File: config.mk
export PLATFORM = sky130hd
export DESIGN_NAME = imem_loader
export DESIGN_NICKNAME = d
export VERILOG_FILES = /design/src/rtl/imem_loader.sv
export SDC_FILE = /design/constraint.sdc
export NUM_CORES = 1
export LEC_CHECK = 0
export CORE_UTILIZATION = 46
export DETAILED_ROUTE_END_ITERATION = 10
export MAX_ROUTING_LAYER = met4
export PLACE_DENSITY = 0.77
export SYNTH_ARGS = -nofsm -noshare
export SYNTH_HDL_FRONTEND = slang
export SYNTH_SLANG_ARGS = --single-unit
File: constraint.sdc
create_clock -name i_clk -period 1.9 [get_ports i_clk]
set_input_delay 0.38 -clock i_clk [delete_from_list [all_inputs] [get_ports i_clk]]
set_output_delay 0.38 -clock i_clk [all_outputs]
set_load 0.01 [all_outputs]
File: src/rtl/imem_loader.sv
// imem_loader -- boot-time instruction-memory writer.
//
// Takes a byte stream (valid/ready), reads a 16-bit little-endian word count,
// then assembles count little-endian 32-bit words and writes each one to
// instruction memory at ADDR_BASE + 4*index. The processor is held in reset
// until the whole image has been written.
//
// Ports:
//   i_clk, i_reset      clock, synchronous active-high reset
//   i_rx_valid/i_rx_data/o_rx_ready   byte stream handshake
//   i_reload            restart loading (only honoured in DONE or ERR)
//   o_imem_we/o_imem_addr/o_imem_wdata  instruction-memory write port
//   o_cpu_reset         processor reset, low only in DONE
//   o_done, o_err       image complete / word count too large
//   o_led               {err, done, busy, heartbeat}
module imem_loader #(
  parameter logic [31:0] ADDR_BASE = 32'h0000_0000,
  parameter int unsigned MAX_WORDS = 256
) (
  input  logic        i_clk,
  input  logic        i_reset,
  input  logic        i_rx_valid,
  input  logic [7:0]  i_rx_data,
  output logic        o_rx_ready,
  input  logic        i_reload,
  output logic        o_imem_we,
  output logic [31:0] o_imem_addr,
  output logic [31:0] o_imem_wdata,
  output logic        o_cpu_reset,
  output logic        o_done,
  output logic        o_err,
  output logic [3:0]  o_led
);

  typedef enum logic [2:0] {
    S_LEN0, S_LEN1, S_DATA, S_WRITE, S_DONE, S_ERR
  } state_t;

  state_t      r_state;
  logic [15:0] r_count;
  logic [15:0] r_index;
  logic [1:0]  r_byte_sel;
  logic [31:0] r_wdata;
  logic        r_hb;       // bit 0 of the accepted-byte counter

  logic        w_xfer;
  logic [15:0] w_cnt;      // full count as it stands when the LEN1 byte lands
  logic [15:0] w_index_nx;

  // Every output is a decode of registered state, so rx_valid never reaches
  // an output combinationally.
  assign o_rx_ready   = (r_state == S_LEN0) || (r_state == S_LEN1) || (r_state == S_DATA);
  assign o_imem_we    = (r_state == S_WRITE);
  assign o_imem_addr  = ADDR_BASE + {14'd0, r_index, 2'b00};
  assign o_imem_wdata = r_wdata;
  assign o_cpu_reset  = (r_state != S_DONE);
  assign o_done       = (r_state == S_DONE);
  assign o_err        = (r_state == S_ERR);
  assign o_led        = {o_err, o_done, !(o_done || o_err), r_hb};

  assign w_xfer     = i_rx_valid && o_rx_ready;
  assign w_cnt      = {i_rx_data, r_count[7:0]};
  assign w_index_nx = r_index + 16'd1;

  always_ff @(posedge i_clk) begin
    if (i_reset) begin
      r_state    <= S_LEN0;
      r_count    <= '0;
      r_index    <= '0;
      r_byte_sel <= '0;
      r_wdata    <= '0;
      r_hb       <= 1'b0;
    end else begin
      if (w_xfer) r_hb <= !r_hb;
      case (r_state)
        S_LEN0: if (w_xfer) begin
          r_count[7:0] <= i_rx_data;
          r_state      <= S_LEN1;
        end
        S_LEN1: if (w_xfer) begin
          r_count[15:8] <= i_rx_data;
          if (w_cnt == 16'd0)                    r_state <= S_DONE;
          else if ({16'd0, w_cnt} > MAX_WORDS)   r_state <= S_ERR;
          else begin
            r_index    <= '0;
            r_byte_sel <= '0;
            r_state    <= S_DATA;
          end
        end
        S_DATA: if (w_xfer) begin
          r_wdata[{r_byte_sel, 3'b000} +: 8] <= i_rx_data;
          r_byte_sel <= r_byte_sel + 2'd1;
          if (r_byte_sel == 2'd3) r_state <= S_WRITE;
        end
        // One-cycle write; the address uses the pre-increment index.
        S_WRITE: begin
          r_index <= w_index_nx;
          r_state <= (w_index_nx == r_count) ? S_DONE : S_DATA;
        end
        S_DONE, S_ERR: if (i_reload) begin
          r_index <= '0;
          r_hb    <= 1'b0;
          r_state <= S_LEN0;
        end
        default: r_state <= S_LEN0;
      endcase
    end
  end

endmodule

After elaboration in Yosys (flattened, before gate mapping)
Index checks and enable logic that the tools add are counted.
{"block": "op_classes", "magnitude_cmp": 1, "reduce_logical": 17, "n_eq_ne": 15, "n_bitwise": 0, "n_mul": 0, "n_shift": 2, "muxes": 23, "n_addsub": 3, "n_div": 0}
{"cell": "16-bit 2-to-1 mux", "n": 4}
{"cell": "16-bit case mux with 3 select lines", "n": 1}
{"cell": "32-bit bitwise mux", "n": 1}
{"cell": "8-bit by 7-bit variable shift with 32-bit output, first input constant", "n": 1}
{"cell": "8-bit by 7-bit indexed part select with 32-bit output", "n": 1}
{"cell": "3-bit 2-to-1 mux", "n": 8}
{"cell": "16-bit by 1-bit adder with 16-bit output, second input constant", "n": 1}
{"cell": "16-bit equality test", "n": 1}
{"cell": "16-bit by 9-bit > comparator with 1-bit output, second input constant", "n": 1}
{"cell": "16-bit zero test", "n": 1}
{"cell": "3-bit case mux with 5 select lines", "n": 1}
{"cell": "5-bit AND reduction", "n": 3}
{"cell": "2-bit inequality test, second input constant", "n": 6}
{"cell": "2-bit 2-to-1 mux", "n": 4}
{"cell": "5-bit negator with 7-bit output", "n": 1}
{"cell": "3-bit by 2-bit equality test with 1-bit output, second input constant", "n": 2}
{"cell": "3-bit equality test, second input constant", "n": 2}
{"cell": "2-bit AND reduction", "n": 3}
{"cell": "2-bit case mux with 2 select lines", "n": 1}
{"cell": "3-bit by 1-bit equality test with 1-bit output, second input constant", "n": 1}
{"cell": "3-bit zero test", "n": 1}
{"cell": "1-bit logical OR", "n": 3}
{"cell": "1-bit 2-to-1 mux", "n": 3}
{"cell": "3-bit inequality test, second input constant", "n": 1}
{"cell": "8 further kinds", "n": 9}
{"block": "word_totals", "rom_bits": 0, "n_memories": 0, "inputBits": 12, "reg_bits": 70, "output_inout_bits": 73, "latch_bits": 0, "word_cells": 68, "ram_bits": 0}

Logic depth before layout (Yosys ltp)
{"block": "logic_depth", "word_depth": 7, "depth_mapped": 8, "depth_no_buf": 7}

Worst setup path after synthesis
OpenSTA, ideal clock, no wires.
{"block": "synth_timing", "kind": "reg2reg", "startpoint": "reg r_index[0]", "endpoint": "reg r_state[1]", "arrival_time_ns": 2.108, "t_required_ns": 1.785, "setup_slack_ns": -0.322, "path_buffers": 1, "synth_period_minus_slack_ns": 2.222, "path_stages_with_launch": 9, "setup_ns": 0.115, "cell_sequence": "dfxtp_1 -> ha_1 -> and3_1 -> buf_6 -> a31oi_1 -> a41oi_1 -> nand4_1 -> or4_4 -> o21a_1"}
{"block": "synth_via", "elab_chain_len": 4}
{"element": "start, declared", "line_no": "41", "source": "logic [15:0] r_index;"}
{"element": "start signal, assigned", "line_no": "97", "source": "r_index <= w_index_nx;"}
{"element": "16-bit by 1-bit adder with 16-bit output", "line_no": "63", "source": "assign w_index_nx = r_index + 16'd1;"}
{"element": "16-bit equality test", "line_no": "98", "source": "r_state <= (w_index_nx == r_count) ? S_DONE : S_DATA;"}
{"element": "3-bit 2-to-1 mux", "line_no": "98"}
{"element": "3-bit case mux with 5 select lines", "line_no": "75", "source": "case (r_state)"}
{"element": "end signal, assigned", "line_no": "98"}
{"element": "end, declared", "line_no": "39", "source": "state_t r_state;"}
Every way passes these cells.
A chain may end at the register's enable or synchronous reset.

Final worst setup path
{"block": "layout_timing", "startpoint": "reg r_index[7]", "endpoint": "reg r_state[1]"}
Same word-level chain as after synthesis.

==> results_dict.tcl <==
set metrics [dict create \
    gr-usage-met1 0.326 \
    seq_area_um2 1430 \
    grt_first_pass_wirelength_um 18300 \
    tightest_slew_ps 560 \
    cts_tree "done" \
    max_freq_mhz 462 \
    ant_nets 0 \
    p_leak_nw 2.07 \
    fin_area_um2 5420 \
    p_comb_frac 0.118 \
    async_reset_ff_frac 0 \
    fin_nets 630 \
    grt-busiest-layer "met2" \
    pin_count 85 \
    num_rows 32 \
    violations "setup timing" \
    wirelength_um 11500 \
    portBuffers 68 \
    slew_viol_final 0 \
    place_area_um2 5020 \
    overflow 0 \
    ir_drop_mv 0.410 \
    fillers 629 \
    start_util 0.484 \
    p_clk_frac 0.402 \
    ys_seq_area_frac 0.369 \
    final_cells 718 \
    die_w_um 92.9 \
    wl_per_cell_um 16.0 \
    drtPass1Iterations 5 \
    synthCells 480 \
    drt-initial-drc-count 206 \
    rsz0062_at_grt "yes" \
    drive_above_1_share 0.261 \
    dp_hpwl_um 8020 \
    power_mw 3.15 \
    finClkSkew_ps 11.2 \
    antenna_cells 0 \
    cp.required_ps 2150 \
    vias_per_cell 5.61 \
    min_period_over_period 1.14 \
    arrival_ps 2420 \
    syn_area_um2 3800 \
    coreArea_um2 7850 \
    met3_usage 0.0567 \
    crit_type "reg -> reg" \
    grt_max_degree 27 \
    drc 0 \
    ctsRootBufferMaster "clkbuf_8" \
    final_hold_viol_count 0 \
    grt_use_total 0.277 \
    antenna_found_initial 0 \
    clock_path_buffers 2 \
    htree_levels 3 \
    post-route-util 0.691 \
    power_density_nw_per_um2 580 \
    gp_congestion 0.872 \
    slew-limit-headroom 0.626 \
    die_h_um 92.9 \
    holdCritPathClass "in -> reg" \
    placed_cells 696 \
    cp-start-kind "flip-flop" \
    critPathMaxFanout 10 \
    synth-warning-count 0 \
    max_cap_viol_count 0 \
    cts_hold_buf 0 \
    synth-seq-cells 70 \
    vias 4027 \
    intPower_mw 2.31 \
    end_kind "flip-flop" \
    areaGrowthSynthToFinish_pct 42.7 \
    setup_ws_ps -262 \
    yosys_most_used_dff "dfxtp_1" \
    grt_pass1_vias 3803 \
    fin_crit_ps 2160 \
    multi_input_comb_area_um2 2280 \
    synth.avg_cell_area_um2 7.92 \
    cts.sinks 70 \
    dieArea_um2 8630 \
    use_met2 0.471 \
    seqPwrFrac 0.480 \
    switchingPower_mw 0.836 \
    cts_inserted_buffers 9 \
    swShare 0.266 \
    ys_types 55 \
    setup_viol 4 \
    clk_pin_slew_ps 80 \
    synth_edf_count 0 \
    outcome "finished with violations" \
    tns_ps -571 \
    clock_latency_ps 350 \
]
## cell usage in the layout, fill, tap and decap left out, drive strengths merged, types with 2 or more instances in the layout
master	instances
nor2b	3
a21oi	55
and3	7
a311oi	7
nand2b	5
inv	9
o21ai	12
a31oi	8
nand2	73
nor3	7
nor2	37
nor3b	4
nand3	44
clkdlybuf4s50	56
dlygate4sd2	7
a211oi	4
xnor2	13
clkinv	2
and4	4
dfxtp	70
or3	2
mux2i	9
xor2	8
and3b	2
nand4	8
clkinvlp	3
or4	4
and2	6
ha	7
clkbuf	10
nor4	5
o21a	3
conb	16
buf	91
## flip-flops by register name, summed over array words and instances (netlist names)
signal	cells
r_hb	1
r_count	16
o_imem_wdata	32
r_index	16
r_byte_sel	2
r_state	3
## per-layer routing
layer | up-vias | wire (um)
met3 | 26 | 829
li1 | 1912 | -
met5 | - | 0
met1 | 1897 | 4640
met4 | 0 | 254
met2 | 192 | 5770
## path summary, 6_finish.rpt
kind                                  from                       endpoint  slack (ps)  cells after the start
max                r_index[7]$_SDFFE_PP0P_        r_state[1]$_SDFFE_PP0P_        -260                      6
min                           i_rx_data[7]        r_count[7]$_SDFFE_PP0P_         420                      4
max reg2reg        r_index[7]$_SDFFE_PP0P_        r_state[1]$_SDFFE_PP0P_        -260                      6
min reg2reg  o_imem_wdata[13]$_SDFFE_PP0P_  o_imem_wdata[13]$_SDFFE_PP0P_         460                      2
## critical path: stages (launching register included)
cell,delay (ps)
dfxtp_2,480
or2b_1,190
nand3_2,130
a2111oi_4,380
nand4_1,120
or4_4,570
o21a_1,180
## final cells by class
type / instances / share of cell area
well taps: 102 / 0.0235
flip-flops and latches: 70 / 0.263
multi-input cells: 366 / 0.420
clock buffers: 10 / 0.0254
clock inverters: 6 / 0.0129
inverters: 9 / 0.00623
repair buffers: 155 / 0.249
## per-stage QoR
| step | hold WS [ps] | worst slack (ps) |
|---|---|---|
| after detailed placement | 446 | -715 |
| after global placement | 441 | -589 |
| final | 424 | -262 |
| after floorplan | 452 | -145 |
| after CTS | 427 | -279 |
| after global routing | 434 | -327 |
## cell usage after synthesis, types with 2 or more instances
cell type,n,area share
nor2b_1,3,0.0049
and4_4,2,0.0059
and3_1,6,0.0099
and3b_1,2,0.0046
o21a_1,3,0.0059
or4_1,2,0.0040
a31oi_1,8,0.013
a311oi_1,7,0.016
nor3b_1,4,0.0079
and2_1,6,0.0099
clkbuf_1,18,0.018
xnor2_1,13,0.030
a21oi_1,55,0.072
o21ai_0,9,0.012
and4_1,2,0.0046
inv_1,8,0.0079
nand2b_1,5,0.0082
nand2_1,72,0.071
buf_6,6,0.018
buf_4,19,0.038
dfxtp_1,70,0.37
nor4_1,4,0.0066
ha_1,7,0.023
xor2_1,8,0.018
o21ai_1,3,0.0040
nor3_1,7,0.0092
a211oi_1,4,0.0079
mux2i_1,9,0.024
nand4_1,8,0.013
or4_4,2,0.0059
buf_2,5,0.0066
nand3_1,44,0.058
nor2_1,37,0.037
## cells by family after synthesis
logic type	after synthesis	synth area share
other	1	0.000987
XOR/XNOR	21	0.0484
adder cells (fa/ha/maj)	7	0.0230
AND/OR/NAND/NOR	212	0.275
AO/OA/AOI/OAI	100	0.161
multiplexers	10	0.0267
flip-flops	70	0.369
buffers and inverters	59	0.0961
## what timing repair did
action | CTS | global route
resized for setup | 39 | 22
setup endpoints to repair | 28 | 25
buffers inserted | 3 | 3
pin swaps | 14 | 10
## power groups by stage
| stage | Sequential (mW) | Combinational [mW] | Clock (mW) |
|---|---|---|---|
| 6_report | 1.51 | 0.372 | 1.26 |
| 5_1_grt | 1.51 | 0.400 | 1.33 |
| 4_1_cts | 1.50 | 0.346 | 1.27 |
| 2_1_floorplan | 1.54 | 0.200 | 0 |
| 3_5_place_dp | 1.54 | 0.341 | 0 |
| 3_3_place_gp | 1.54 | 0.332 | 0 |
(Power assumes the default switching activity.)
